===== config.mk =====
export PLATFORM = sky130hd
export DESIGN_NAME = life_sched_8x8
export DESIGN_NICKNAME = d
export VERILOG_FILES = /design/src/rtl/life_sched_pkg.sv /design/src/rtl/life_sched_8x8_timer.sv /design/src/rtl/life_sched_8x8.sv
export SDC_FILE = /design/constraint.sdc
export NUM_CORES = 1
export LEC_CHECK = 0
export ABC_CLOCK_PERIOD_IN_PS = 7050
export CORE_MARGIN = 2
export CORE_UTILIZATION = 40
export DETAILED_ROUTE_END_ITERATION = 7
export PLACE_DENSITY = 0.68
export SLEW_MARGIN = 20
export SYNTH_ARGS = -nofsm -noshare
export SYNTH_HDL_FRONTEND = slang
export SYNTH_SLANG_ARGS = --single-unit

===== constraint.sdc =====
create_clock -name clk -period 7.05 [get_ports clk]
set_input_delay 1.41 -clock clk [delete_from_list [all_inputs] [get_ports clk]]
set_output_delay 1.41 -clock clk [all_outputs]
set_load 0.05 [all_outputs]

===== src/rtl/life_sched_pkg.sv =====
// Shared types and constants for the 8x8 life array sequencer.
// Tile selector order matches the array's vali/valo selector inputs.
package life_sched_pkg;

    typedef enum logic [1:0] {
        IDLE = 2'd0,
        LOAD = 2'd1,
        STEP = 2'd2,
        READ = 2'd3
    } sched_state_t;

    typedef enum logic {
        GRANT_STEP = 1'b0,
        GRANT_READ = 1'b1
    } grant_t;

    localparam logic [1:0] TILE_NW = 2'd0;
    localparam logic [1:0] TILE_SW = 2'd1;
    localparam logic [1:0] TILE_NE = 2'd2;
    localparam logic [1:0] TILE_SE = 2'd3;

    localparam int unsigned TILE_BITS = 16;

    // Round-robin between a pending step and a reader: the requester not
    // served last wins a tie; a lone requester always wins.
    function automatic logic step_wins(input grant_t last, input logic rd_ok);
        return !rd_ok || (last == GRANT_READ);
    endfunction

endpackage


===== src/rtl/life_sched_8x8_timer.sv =====
// Generation timer: period down-counter, single_step edge detect and the
// single merged step_pending flag.
module life_step_timer
    import life_sched_pkg::*;
#(
    parameter int unsigned PERIOD_W = 24
) (
    input  logic                clk,
    input  logic                reset,
    input  logic                run,
    input  logic [PERIOD_W-1:0] period,
    input  logic                single_step,
    input  logic                clr_pending,
    output logic                step_pending
);

    logic [PERIOD_W-1:0] cnt_q, cnt_d;
    logic                ss_q;
    logic                pend_q, pend_d;
    logic                tick;
    logic                ss_rise;

    always_comb begin
        cnt_d = cnt_q;
        tick  = 1'b0;
        if (run && (period != '0)) begin
            if (cnt_q == '0) begin
                tick  = 1'b1;
                cnt_d = period - PERIOD_W'(1);
            end else begin
                cnt_d = cnt_q - PERIOD_W'(1);
            end
        end
    end

    assign ss_rise = single_step && !ss_q;

    // A new request in the clearing cycle must survive, so set wins.
    always_comb begin
        pend_d = pend_q;
        if (tick || ss_rise) begin
            pend_d = 1'b1;
        end else if (clr_pending) begin
            pend_d = 1'b0;
        end
    end

    always_ff @(posedge clk or negedge reset) begin
        if (!reset) begin
            cnt_q  <= '0;
            ss_q   <= 1'b0;
            pend_q <= 1'b0;
        end else begin
            cnt_q  <= cnt_d;
            ss_q   <= single_step;
            pend_q <= pend_d;
        end
    end

    assign step_pending = pend_q;

endmodule


===== src/rtl/life_sched_8x8.sv =====
// Sequencer/arbiter sharing the life array's write port, step strobe and
// readout mux between the loader, the generation timer and the tile reader.
module life_sched_8x8
    import life_sched_pkg::*;
#(
    parameter int unsigned PERIOD_W = 24,
    parameter int unsigned GEN_W    = 16
) (
    input  logic                clk,
    input  logic                reset,
    input  logic                run,
    input  logic                single_step,
    input  logic [PERIOD_W-1:0] period,
    input  logic                load_req,
    input  logic [1:0]          load_tile,
    input  logic [15:0]         load_data,
    output logic                load_ack,
    input  logic                rd_req,
    input  logic [1:0]          rd_tile,
    output logic                rd_ack,
    output logic [15:0]         rd_data,
    output logic [15:0]         arr_vali,
    output logic [1:0]          arr_vali_sel,
    output logic                arr_write_enb,
    output logic                arr_step,
    output logic [1:0]          arr_valo_sel,
    input  logic [15:0]         arr_valo,
    output logic [GEN_W-1:0]    gen_count,
    output logic                busy
);

    sched_state_t     state_q;
    grant_t           last_grant_q;
    logic             load_ack_q;
    logic             rd_ack_q;
    logic [15:0]      rd_data_q;
    logic [15:0]      arr_vali_q;
    logic [1:0]       arr_vali_sel_q;
    logic             arr_write_enb_q;
    logic             arr_step_q;
    logic [1:0]       arr_valo_sel_q;
    logic [GEN_W-1:0] gen_q;

    logic step_pending;
    logic clr_pending;
    logic rd_ok;

    assign clr_pending = (state_q == STEP);
    // The reader still holds rd_req in its ack cycle; that is not a new request.
    assign rd_ok       = rd_req && !rd_ack_q;

    life_step_timer #(
        .PERIOD_W (PERIOD_W)
    ) u_timer (
        .clk          (clk),
        .reset        (reset),
        .run          (run),
        .period       (period),
        .single_step  (single_step),
        .clr_pending  (clr_pending),
        .step_pending (step_pending)
    );

    // Strobes are set on the transition into their state so they are high
    // for exactly the one cycle spent in LOAD/STEP/READ(+1 for rd_ack).
    always_ff @(posedge clk or negedge reset) begin
        if (!reset) begin
            state_q         <= IDLE;
            last_grant_q    <= GRANT_READ;
            load_ack_q      <= 1'b0;
            rd_ack_q        <= 1'b0;
            rd_data_q       <= '0;
            arr_vali_q      <= '0;
            arr_vali_sel_q  <= '0;
            arr_write_enb_q <= 1'b0;
            arr_step_q      <= 1'b0;
            arr_valo_sel_q  <= '0;
            gen_q           <= '0;
        end else begin
            load_ack_q      <= 1'b0;
            rd_ack_q        <= 1'b0;
            arr_write_enb_q <= 1'b0;
            arr_step_q      <= 1'b0;
            case (state_q)
                IDLE: begin
                    if (load_req) begin
                        state_q         <= LOAD;
                        arr_vali_q      <= load_data;
                        arr_vali_sel_q  <= load_tile;
                        arr_write_enb_q <= 1'b1;
                        load_ack_q      <= 1'b1;
                    end else if (step_pending && step_wins(last_grant_q, rd_ok)) begin
                        state_q      <= STEP;
                        arr_step_q   <= 1'b1;
                        last_grant_q <= GRANT_STEP;
                    end else if (rd_ok) begin
                        state_q        <= READ;
                        arr_valo_sel_q <= rd_tile;
                        last_grant_q   <= GRANT_READ;
                    end
                end
                LOAD: begin
                    gen_q   <= '0;
                    state_q <= IDLE;
                end
                STEP: begin
                    if (gen_q != '1) begin
                        gen_q <= gen_q + GEN_W'(1);
                    end
                    state_q <= IDLE;
                end
                READ: begin
                    rd_data_q <= arr_valo;
                    rd_ack_q  <= 1'b1;
                    state_q   <= IDLE;
                end
                default: state_q <= IDLE;
            endcase
        end
    end

    assign load_ack      = load_ack_q;
    assign rd_ack        = rd_ack_q;
    assign rd_data       = rd_data_q;
    assign arr_vali      = arr_vali_q;
    assign arr_vali_sel  = arr_vali_sel_q;
    assign arr_write_enb = arr_write_enb_q;
    assign arr_step      = arr_step_q;
    assign arr_valo_sel  = arr_valo_sel_q;
    assign gen_count     = gen_q;
    assign busy          = (state_q != IDLE);

endmodule


==> flow_metrics.tcl, run 1 <==
set metrics [dict create \
    hp-class "reg2reg" \
    diodes 0 \
    die_w_um 110.0 \
    ir_worst_vdd_mv 0.2740 \
    synthTopCellsByCount "83 x dfrtp_1, 43 x nor2_1, 39 x mux2_2" \
    cts_tree "yes" \
    clockRootBuffer "clkbuf_8" \
    synthFlopType "dfrtp_1" \
    syn_to_final_growth_pct 34.84 \
    crit_slowest_cell "or4_4" \
    post_cts_buffers 0 \
    required_ps 7300 \
    vias 4116 \
    worst_pin_slew_ps 959.0 \
    drv_cap 0 \
    antenna_found_initial 0 \
    cp_max_fo 9 \
    crit_start "period[2]" \
    dp_slack_ps 2515 \
    grt_pass1_wl_mm 18.33 \
    synthTopCellsByArea "dfrtp_1 46%, mux2_2 9.8%, nor2_1 3.6%" \
    leakagePower_nw 2.335 \
    cts_inserted_buffers 9 \
    synth_cells 464 \
    crit_top_cell "or4_4" \
    path_delay_family "simple AND/OR/NAND/NOR gates" \
    final_layout_size_suffix_gt1_share_pct 12.86 \
    clock-sinks 84 \
    synth.most_common_cell "dfrtp_1" \
    fillers 1007 \
    grt_max_degree 85 \
    die_area_sq_mm 0.01210 \
    routed_wl_mm 11.45 \
    max_freq_mhz 239.5 \
    setup_viol 0 \
    reg2reg_slack_ps 3390 \
    gp_congestion 0.8525 \
    max_stage_delay_ps 610 \
    yosys.area.top_type_share_pct 46.23 \
    clk_latency_ps 360 \
    via_per_inst 5.693 \
    criticalPathCategory "in2reg" \
    rr_worst_depth 12 \
    first_global_vias 3805 \
    relSlewSlack_pct 36.06 \
    drv_slew 0 \
    core-area_sq_mm 0.01089 \
    path_cells "clkdlybuf4s50_1 -> or4_4 -> or4_4 -> or4b_4 -> or2_1 -> o22a_1 -> nor4_2 -> o22ai_1" \
    endpoint "u_timer.cnt_q[15]" \
    power_density_mw_per_mm2 385.6 \
    rsz0062_at_grt "false" \
    io_pins 123 \
    cp.arrival_ps 4420 \
    synth_edf_count 0 \
    grt_util_all_layers_pct 19.36 \
    start_kind "input port" \
    timing.rr.start "u_timer.cnt_q[17]" \
    drc 0 \
    post_cts_resized 0 \
    finalCritPeriodShare_pct 59.23 \
    drt_pass1_iterations 5 \
    drtIter0Drc 244 \
    overflow 0 \
    die_h_um 110.0 \
    syn_avg_cell_area_sq_um 9.683 \
    netlist-cell-type-count 61 \
    post_drt_wl_per_cell_um 15.84 \
    synth_nets 532 \
    cp.depth 8 \
    place_hpwl_mm 8.372 \
    cts_max_path_buffers 2 \
    crit_buf_inv 1 \
    portBuffers 122 \
    yosysWarnings 0 \
    multi_input_area_sq_mm 0.002271 \
    async_flop_share_pct 100.0 \
    fin_ws_ps 2874 \
    rows 38 \
    finalHoldViolations 0 \
    start_util_pct 41.27 \
    post-route-min-period_ps 4176 \
    nets 646 \
    mappedNetlistArea_sq_mm 0.004493 \
    synth_top_area_cell "dfrtp_1" \
    yosysSeqAreaShare_pct 46.81 \
    ant_nets 0 \
    synth-seq-cells 84 \
    h-tree-depth 3 \
    finalSetupTns_ps 0 \
    status "finished clean" \
    fin_skew_ps 9.080 \
    seq_area_sq_mm 0.002103 \
    cts_hold_buf 0 \
    r2r-end "u_timer.cnt_q[18]" \
    clk_pin_slew_ps 80 \
    end_kind "register" \
]
-- flip-flops by register name, indices dropped and copies added, names as in the netlist --
name	count
arr_valo_sel	2
arr_vali	16
arr_vali_sel	2
rd_ack	1
u_timer.ss_q	1
state_q	2
rd_data	16
last_grant_q	1
u_timer.cnt_q	24
gen_count	16
u_timer.step_pending	1
arr_write_enb	1
arr_step	1
-- how the worst min path moves through the flow --
stage,start,end,slack [ps],cells after the start
after global placement,rd_data[9],rd_data[9],490,1
after CTS,rd_data[6],rd_data[6],510,1
final,arr_vali[12],arr_vali[12],510,1
after global routing,arr_vali[1],arr_vali[1],530,1
after floorplan,last_grant_q,last_grant_q,470,2
after detailed placement,arr_vali[15],arr_vali[15],500,1
-- metal layers --
layer / track usage (%) / up-vias / share of wire, %
met2: 32.08 / 158 / 49
met1: 25.65 / 1995 / 43
li1: - / 1948 / -
met3: 2.939 / 15 / 6.5
met4: 7.143 / 0 / 1.6
met5: 0 / - / 0
-- final cells by class --
cell class	count	area share, %
clock buffer	12	2.396
clock inverter	4	1.219
inverter	10	0.6196
multi-input combinational	347	37.48
sequential	84	34.72
tap	140	2.891
timing repair buffer	126	20.67
-- cell families after synthesis --
family                   after synthesis  share of synthesized area (%)
adder cells (fa/ha/maj)                2                         0.5569
flip-flops                            84                          46.81
AND/OR/NAND/NOR                      184                          21.36
XOR/XNOR                              13                          2.534
AO/OA/AOI/OAI                        106                          15.26
multiplexers                          42                          10.44
buffers and inverters                 33                          3.035
-- power breakdown --
group          leakage [nW]  internal (W)  switching, W
clock                 0.111      0.000210      0.000173
combinational          1.17      0.000442      0.000709
sequential             1.05      0.000656      0.000147
total                  2.33       0.00131       0.00103
-- per-stage QoR --
step	area [sq um]	utilization, %	cells	hold slack, ps	total power (W)
2_1_floorplan	4493	-	464	474.0	0.001568
3_3_place_gp	5836	53.60	707	486.5	0.001945
3_5_place_dp	5836	53.60	707	495.0	0.001968
4_1_cts	6055	55.61	723	513.5	0.002360
5_1_grt	6058	55.64	723	525.8	0.002473
6_report	6058	55.64	723	509.9	0.002336
-- cells in the final DEF (no fill, tap or decap), drive strengths merged, types with 3 or more instances in the layout --
master and n:
dfrtp 83, a22oi 8, nor3 25, or2 4, or3 15, and4 4, xor2 9, or4 8
xnor2 4, clkbuf 12, and2 4, nand4 6, o41ai 3, nor4 11, nand3 14, clkdlybuf4s50 121
o22ai 6, o22a 3, mux2i 3, buf 5, a31oi 7, nor2 43, nand2 35, o31ai 4
and3 5, nand2b 5, o21ai 32, mux2 39, a21oi 23, inv 10
Power figures use the tool's default switching activity.
==> run 2, diff against run 1 <==
- ABC_CLOCK_PERIOD_IN_PS: 7050 -> 4200
- clock period: 7.05 -> 4.2 ns (I/O delays scaled with it)
==> run 2 against run 1 <==
  * Sequential share of layout area about the same
  * Clock power rose by 42%
  * First-iteration DRC count fell by 27%
  * Utilization hardly changed
  * Critical path depth unchanged
  * Non-clock buffer count increased by 4
==> flow_metrics.tcl, run 2 (same netlist as run 1, synthesis figures left out) <==
set metrics [dict create \
    status "finished clean" \
    setup_viol 0 \
    post-route-min-period_ps 3461 \
    portBuffers 122 \
    die_h_um 110.0 \
    post_drt_wl_per_cell_um 15.67 \
    cts_hold_buf 0 \
    timing.rr.start "u_timer.cnt_q[17]" \
    drv_cap 0 \
    final_common_cell "clkdlybuf4s50_1" \
    drv_slew 0 \
    hp-class "in2async" \
    crit_slowest_cell "or4_4" \
    clock-sinks 84 \
    cp.arrival_ps 3710 \
    crit_start "period[4]" \
    drtIter0Drc 178 \
    reg2reg_slack_ps 740 \
    cp.depth 8 \
    rows 38 \
    drc 0 \
    cts_tree "yes" \
    routed_wl_mm 11.39 \
    top_register "u_timer.cnt_q" \
    path_delay_family "simple AND/OR/NAND/NOR gates" \
    finalCritPeriodShare_pct 82.40 \
    vias 4082 \
    criticalPathCategory "in2reg" \
    grt_util_all_layers_pct 18.53 \
    start_kind "input port" \
    cts_inserted_buffers 9 \
    diodes 0 \
    die_area_sq_mm 0.01210 \
    nets 650 \
    io_pins 123 \
    clk_pin_slew_ps 90 \
    via_per_inst 5.615 \
    finalSetupTns_ps 0 \
    max_freq_mhz 289.0 \
    clk_latency_ps 360 \
    path_cells "clkdlybuf4s50_1 -> or3_1 -> or4_4 -> or4b_4 -> or2_1 -> o22a_1 -> nor4_2 -> o22ai_1" \
    die_w_um 110.0 \
    syn_to_final_growth_pct 34.78 \
    power_density_mw_per_mm2 632.0 \
    ir_worst_vdd_mv 0.4796 \
    rr_worst_depth 11 \
    start_util_pct 41.27 \
    endpoint "u_timer.cnt_q[15]" \
    end_kind "register" \
    crit_buf_inv 1 \
    finalHoldViolations 0 \
    core-area_sq_mm 0.01089 \
    rsz0062_at_grt "false" \
    post_cts_resized 0 \
    grt_pass1_wl_mm 17.68 \
    clockRootBuffer "clkbuf_8" \
    cp_max_fo 7 \
    first_global_vias 3754 \
    antenna_found_initial 0 \
    ant_nets 0 \
    overflow 0 \
    grt_max_degree 85 \
    gp_congestion 0.8611 \
    h-tree-depth 3 \
    fin_skew_ps 16.75 \
    worst_pin_slew_ps 967.6 \
    max_stage_delay_ps 600 \
    post_cts_buffers 0 \
    r2r-end "u_timer.cnt_q[18]" \
    place_hpwl_mm 8.325 \
    largest_reg_flops 24 \
    required_ps 4450 \
    fin_util_pct 55.62 \
    cts_max_path_buffers 2 \
    final_layout_size_suffix_gt1_share_pct 13.80 \
    leakagePower_nw 2.333 \
    relSlewSlack_pct 35.49 \
    final_cell_mix "121 x clkdlybuf4s50_1, 83 x dfrtp_1, 43 x nor2_1, 39 x mux2_2, 35 x nand2_1" \
    drt_pass1_iterations 4 \
]
## run 2: worst min-delay path by stage
| stage | start | slack [ps] | end | cells after the start |
|---|---|---|---|---|
| 2_1_floorplan | last_grant_q | 470 | last_grant_q | 2 |
| 3_3_place_gp | rd_data[12] | 490 | rd_data[12] | 1 |
| 3_5_place_dp | rd_data[7] | 490 | rd_data[7] | 1 |
| 4_1_cts | rd_data[7] | 510 | rd_data[7] | 1 |
| 5_1_grt | rd_data[7] | 520 | rd_data[7] | 1 |
| 6_report | reset | 510 | gen_count[13] | 1 |
## run 2: final cells by class
cell class                      instances  area (sq um)
Clock buffer                           10         137.6
Clock inverter                          6         48.80
Fill cell                            1023          4832
Inverter                               10         37.54
Multi-Input combinational cell        347          2271
Sequential cell                        84          2103
Tap cell                              140         175.2
Timing Repair Buffer                  130          1282
## run 2: worst reg2reg max path, delay by kind of cell, from the launching register on
kind                       cells  cell delay [ps]
and+or+nand+nor                7             2060
AOI/OAI and AO/OA              3              510
DFF                            1              440
adders and majority gates      1              300
## run 2: routing by layer
metal | vias to the layer above | track usage, % | routed length (um)
met3 | 12 | 4.056 | 922
met2 | 143 | 30.54 | 5531
met1 | 1963 | 24.40 | 4794
met5 | - | 0 | 0
met4 | 0 | 5.606 | 146
li1 | 1964 | - | -
## run 2: where the power goes
| group | switching [W] | total, W | internal [W] |
|---|---|---|---|
| logic | 0.00119 | 0.00194 | 0.000747 |
| registers | 0.000245 | 0.00135 | 0.00110 |
| clock network | 0.000309 | 0.000545 | 0.000236 |
| total | 0.00174 | 0.00383 | 0.00208 |
## run 2: stage by stage
stage / hold WS, ps / instance area (sq um) / power (W) / setup WS, ps / instances
3_3_place_gp: 486.2 / 5866 / 0.003270 / 426.3 / 711
5_1_grt: 521.4 / 6056 / 0.004035 / 469.3 / 727
3_5_place_dp: 494.5 / 5866 / 0.003308 / 360.7 / 711
6_report: 509.2 / 6056 / 0.003827 / 739.4 / 727
4_1_cts: 513.3 / 6052 / 0.003861 / 753.2 / 727
2_1_floorplan: 474.0 / 4493 / 0.002633 / 412.7 / 464
